## config.mk

```make
export PLATFORM = sky130hd
export DESIGN_NAME = cc_flag_unit
export DESIGN_NICKNAME = d
export VERILOG_FILES = /design/src/rtl/cc_flag_unit.sv
export SDC_FILE = /design/constraint.sdc
export NUM_CORES = 1
export LEC_CHECK = 0
export ABC_CLOCK_PERIOD_IN_PS = 2500
export BUFFER_PORTS_ARGS = -buffer_cell sky130_fd_sc_hd__buf_2
export CAP_MARGIN = 20
export CORE_AREA = 2 2 45 47
export DETAILED_ROUTE_END_ITERATION = 6
export DIE_AREA = 0 0 47 49
export GPL_TIMING_DRIVEN = 0
export PLACE_DENSITY = 0.86
export SYNTH_ARGS = -nofsm -noshare
export SYNTH_HDL_FRONTEND = slang
export SYNTH_SLANG_ARGS = --single-unit
```

## constraint.sdc

```tcl
create_clock -name clk -period 2.5 [get_ports clk]
set_clock_uncertainty 0.15 [all_clocks]
set_input_delay 0.75 -clock clk [delete_from_list [all_inputs] [get_ports clk]]
set_output_delay 0.75 -clock clk [all_outputs]
set_load 0.01 [all_outputs]
```

## src/rtl/cc_flag_unit.sv

```systemverilog
// NZCV condition-code producer: merges EX-stage flag writes, forwards them with zero latency,
// and stalls ID while a multi-cycle flag writer is outstanding. Optional saved-flags register under CC_SPSR_EN.
module cc_flag_unit #(
  parameter int unsigned MC_TIMEOUT = 16
) (
  input  logic       clk,
  input  logic       rst_n,
  input  logic       ex_valid,
  input  logic       ex_s,
  input  logic [3:0] ex_mask,
  input  logic [3:0] ex_flags,
  input  logic       ex_flush,
  input  logic       mc_start,
  input  logic       mc_done,
  input  logic [3:0] mc_flags,
  input  logic       id_valid,
  input  logic [3:0] id_ci,
`ifdef CC_SPSR_EN
  input  logic       spsr_save,
  input  logic       spsr_restore,
  output logic [3:0] spsr,
`endif
  output logic [3:0] cc,
  output logic       cc_stall,
  output logic       mc_busy,
  output logic       err
);

  localparam int unsigned CNT_W = (MC_TIMEOUT > 1) ? $clog2(MC_TIMEOUT) : 1;
  localparam logic [CNT_W-1:0] CNT_LAST = CNT_W'(MC_TIMEOUT - 1);

  typedef enum logic {IDLE, WAIT_MC} state_e;

  state_e           state_q, state_d;
  logic [3:0]       cc_reg_q, cc_reg_d;
  logic [3:0]       mc_mask_q, mc_mask_d;
  logic [CNT_W-1:0] mc_cnt_q, mc_cnt_d;
  logic             err_q, err_d;
  logic [3:0]       cc_fwd;
  logic [3:0]       cc_out;
  logic             stall_c;
  logic             sc_wr;
  logic             mc_go;
  logic             proto_err;
  logic             tmo;
  logic             restore;

  function automatic logic [3:0] merge(input logic [3:0] old_v, input logic [3:0] new_v,
                                       input logic [3:0] m);
    return (new_v & m) | (old_v & ~m);
  endfunction

`ifdef CC_SPSR_EN
  logic [3:0] spsr_q, spsr_d;
  assign restore = spsr_restore;
`else
  assign restore = 1'b0;
`endif

  assign sc_wr = ex_valid & ex_s & ~ex_flush & ~mc_start & (state_q == IDLE);
  assign mc_go = ex_valid & ex_s & mc_start & ~ex_flush;

  // Next-state, forwarding and error detection
  always_comb begin
    state_d   = state_q;
    cc_reg_d  = cc_reg_q;
    mc_mask_d = mc_mask_q;
    mc_cnt_d  = mc_cnt_q;
    cc_fwd    = cc_reg_q;
    stall_c   = 1'b0;
    proto_err = 1'b0;
    tmo       = 1'b0;
    case (state_q)
      IDLE: begin
        if (sc_wr) begin
          cc_fwd   = merge(cc_reg_q, ex_flags, ex_mask);
          cc_reg_d = cc_fwd;
        end
        if (mc_go) begin
          mc_mask_d = ex_mask;
          mc_cnt_d  = '0;
          state_d   = WAIT_MC;
        end
        if (mc_done) proto_err = 1'b1;
      end
      WAIT_MC: begin
        // EX is held upstream; any new flag writer here is a protocol violation
        if (ex_valid & ~ex_flush & (ex_s | mc_start)) proto_err = 1'b1;
        if (mc_done) begin
          cc_fwd   = merge(cc_reg_q, mc_flags, mc_mask_q);
          cc_reg_d = cc_fwd;
          state_d  = IDLE;
        end else begin
          stall_c = id_valid & (id_ci != 4'b1110) & (id_ci != 4'b1111);
          if (mc_cnt_q == CNT_LAST) begin
            tmo     = 1'b1;
            state_d = IDLE;
          end else begin
            mc_cnt_d = mc_cnt_q + CNT_W'(1);
          end
        end
      end
      default: state_d = IDLE;
    endcase

    cc_out = cc_fwd;
`ifdef CC_SPSR_EN
    spsr_d = spsr_save ? cc_fwd : spsr_q;
`endif
    // Restore overrides any same-cycle write and abandons a pending writer silently
    if (restore) begin
`ifdef CC_SPSR_EN
      cc_reg_d = spsr_q;
      cc_out   = spsr_q;
`endif
      state_d  = IDLE;
      mc_cnt_d = '0;
      stall_c  = 1'b0;
    end
    err_d = err_q | proto_err | (tmo & ~restore);
  end

  always_ff @(posedge clk or negedge rst_n) begin
    if (!rst_n) begin
      state_q   <= IDLE;
      cc_reg_q  <= 4'b0000;
      mc_mask_q <= 4'b0000;
      mc_cnt_q  <= '0;
      err_q     <= 1'b0;
`ifdef CC_SPSR_EN
      spsr_q    <= 4'b0000;
`endif
    end else begin
      state_q   <= state_d;
      cc_reg_q  <= cc_reg_d;
      mc_mask_q <= mc_mask_d;
      mc_cnt_q  <= mc_cnt_d;
      err_q     <= err_d;
`ifdef CC_SPSR_EN
      spsr_q    <= spsr_d;
`endif
    end
  end

  assign cc       = cc_out;
  assign cc_stall = stall_c;
  assign mc_busy  = (state_q == WAIT_MC);
  assign err      = err_q;
`ifdef CC_SPSR_EN
  assign spsr     = spsr_q;
`endif

endmodule

```

==> out/metrics.cfg <==
[floorplanning]
rows = 16
ioPinCount = 31
fp.dieW_um = 47
start_util_pct = 44.9
die-area_um2 = 2300
chipHeight_um = 49
coreArea_um2 = 1840

[global_routing]
first_global_vias = 880
antenna_found_initial = 0
grt_max_degree = 15
overflow = 0
grt_pass1_wl_um = 3720
grt_use_total_pct = 22.3

[logic_synthesis]
ys_seq_area_share_pct = 42.4
ys_top_cells_by_count = dfrtp_1, and3_1, inv_1
async_flop_share_pct = 100
yosys_warnings = 0
synth_top_area_share_pct = 42.4
post_synth_num_cell_types = 33
ys_seq_elements = 14
synth_ff_type = dfrtp_1
synth_adder_area_share_pct = 1.51
synth_top_family_by_area = simple AND/OR/NAND/NOR gates
synth_xor_area_share_pct = 0
synth_most_common_cell = dfrtp_1
synth_area_leaders = dfrtp_1, mux2_4, and3_1
synth_area_per_cell_um2 = 10.5
syn_area_um2 = 827
synth_compound_area_share_pct = 20.1
synth_edf_count = 0
syn_nets = 104
synth_simple_gate_area_share_pct = 23.3
muxShareOfSynthArea_pct = 7.26
netlist_instances = 79
yosysTopAreaCell = dfrtp_1

[clocking]
cts_hold_buf = 0
cts.sinks = 14
cts_htree_levels = 1
path_clk_slew_ps = 90
cts_tree = built
clk_path_buf_depth = 2
cts_buffers = 3
cts_root_buffer = clkbuf_4
clk_latency_ps = 280

[pwr]
switching_share_pct = 31.0
intPower_mw = 0.542
p_switching_mw = 0.244
power_density_nw_per_um2 = 641
pwr-share-comb_pct = 36.5
p_seq_share_pct = 42.6
power_mw = 0.786
pwr-share-clk_pct = 21.0
leakage_nw = 0.610
worst_ir_drop_vdd_mv = 0.326

[setup_path]
critPathCaptureType = output port
required_ps = 1600
worstSetupPathType = input port to output port
cp_top_family = buffers and inverters
crit_fanout = 4
critPathArrivalTime_ps = 1810
r2r_cells = 6
crit_path_start_kind = input port
cp_cell_sequence = buf_8 -> nor4bb_4 -> buf_4 -> nand4_1 -> o311ai_4 -> buf_2
crit_slowest_cell = nor4bb_4
cpPeakStageDelay_ps = 320
crit_cells = 6
cp_num_buf_inv = 3

[flow_run]
cap_violations = 0

[timing]
fmax_mhz = 369
rsz0062_at_grt = true
setup_viol = 4
period_needed_ps = 2710
period_share_pct = 108
drv_slew = 0
tightest_slew_ps = 417
hold_viol_final = 0
relSlewSlack_pct = 72.2
layout_setup_ws_ps = -208

[cells_and_area]
drive_above_1_share_pct = 51.6
area_growth_pct = 48.4
diodes = 0
final_nets = 150
fillers = 150

[route]
drc = 0
vias_per_cell = 5.69
m1WireLength_um = 945
ant_nets = 0
topRoutingLayerUsed = met4
initialDrtViolationCount = 13
wl_um = 2400
wl_met3_um = 124
met2_length_um = 1280
via_count = 859
drt-pass1-iter-count = 4
wl_per_cell_um = 15.9

[status]
violations = negative setup slack
status = finished, violations left

[placement]
io_buffers = 29
dp_hpwl_um = 1600
gp_congestion = 0.786
pre_cts_ws_ps = -362

[worst_hold_path]
holdCritPathClass = input port to async pin

[routing by layer]
metal  vias up  track usage (%)
met4         0             11.1
met1       418             24.0
met5         -                0
met3         6             3.33
met2        39             39.7
li1        396                -
[area by class of cell]
| type | count | area [um2] | area share, % |
|---|---|---|---|
| buffer | 3 | 21.3 | 1.73 |
| multi-input combinational | 55 | 505 | 41.2 |
| tap | 27 | 33.8 | 2.75 |
| inverter | 7 | 27.5 | 2.24 |
| timing repair buffer | 41 | 251 | 20.5 |
| sequential | 14 | 352 | 28.6 |
| clock buffer | 4 | 36.3 | 2.96 |
[worst paths after layout]
kind                               start      endpoint  slack [ps]
min in group clk                     err           err         390
max in group asynchronous          rst_n       mc_busy        1730
worst max-delay path            ex_flush         cc[1]        -210
worst min-delay path               rst_n   cc_reg_q[1]         200
worst max register to register   mc_busy  mc_mask_q[3]         580
worst min register to register       err           err         390
[registers in the layout, summed over array words and instances, names as in the netlist]
signal     flops
mc_mask_q      4
cc_reg_q       4
err            1
mc_cnt_q       4
mc_busy        1
[kinds of logic (layout without fill, tap and decap cells)]
logic type	count (synthesis)	after routing
AO/OA/AOI/OAI	22	22
flip-flops	14	14
adder cells (fa/ha/maj)	1	1
buffers and inverters	10	55
multiplexers	4	4
AND/OR/NAND/NOR	28	28
[metrics by stage]
step | util [%] | area, um2 | instances | TNS (ps) | hold slack, ps
after floorplan | - | 842 | 79 | -56.3 | 304
after global placement | 55.4 | 1020 | 135 | -1020 | 292
after detailed placement | 55.4 | 1020 | 135 | -1220 | 356
after CTS | 63.7 | 1170 | 145 | -726 | 199
after global routing | 66.6 | 1230 | 151 | -885 | 219
final | 66.6 | 1230 | 151 | -727 | 204
[power by group through the flow]
stage | sequential, mW | combinational (mW) | clock, mW
4_1_cts | 0.334 | 0.256 | 0.172
3_3_place_gp | 0.329 | 0.197 | 0
2_1_floorplan | 0.322 | 0.138 | 0
5_1_grt | 0.343 | 0.312 | 0.179
3_5_place_dp | 0.337 | 0.207 | 0
6_report | 0.335 | 0.287 | 0.165
[what timing repair did]
action / CTS / global route
resized for setup: 17 / 4
setup buffers: 5 / 6
setup endpoints to repair: 4 / 4
pin swaps: 5 / 3
gates cloned: 1 / 0
[cell usage in the layout (no fill, tap or decap), types with 2 or more instances in the layout]
| cell | n |
|---|---|
| buf_2 | 27 |
| nand3_1 | 3 |
| nand4_1 | 4 |
| and3_1 | 6 |
| dfrtp_1 | 13 |
| clkbuf_2 | 2 |
| o221ai_1 | 2 |
| inv_1 | 6 |
| a21boi_0 | 4 |
| and3_4 | 3 |
| nand3b_1 | 2 |
| o21ai_1 | 4 |
| mux2_4 | 4 |
| buf_6 | 2 |
| clkbuf_4 | 3 |
| o211ai_1 | 2 |
| o311ai_4 | 2 |
| buf_4 | 12 |
| o311ai_2 | 2 |
Power figures use the tool's default switching activity.
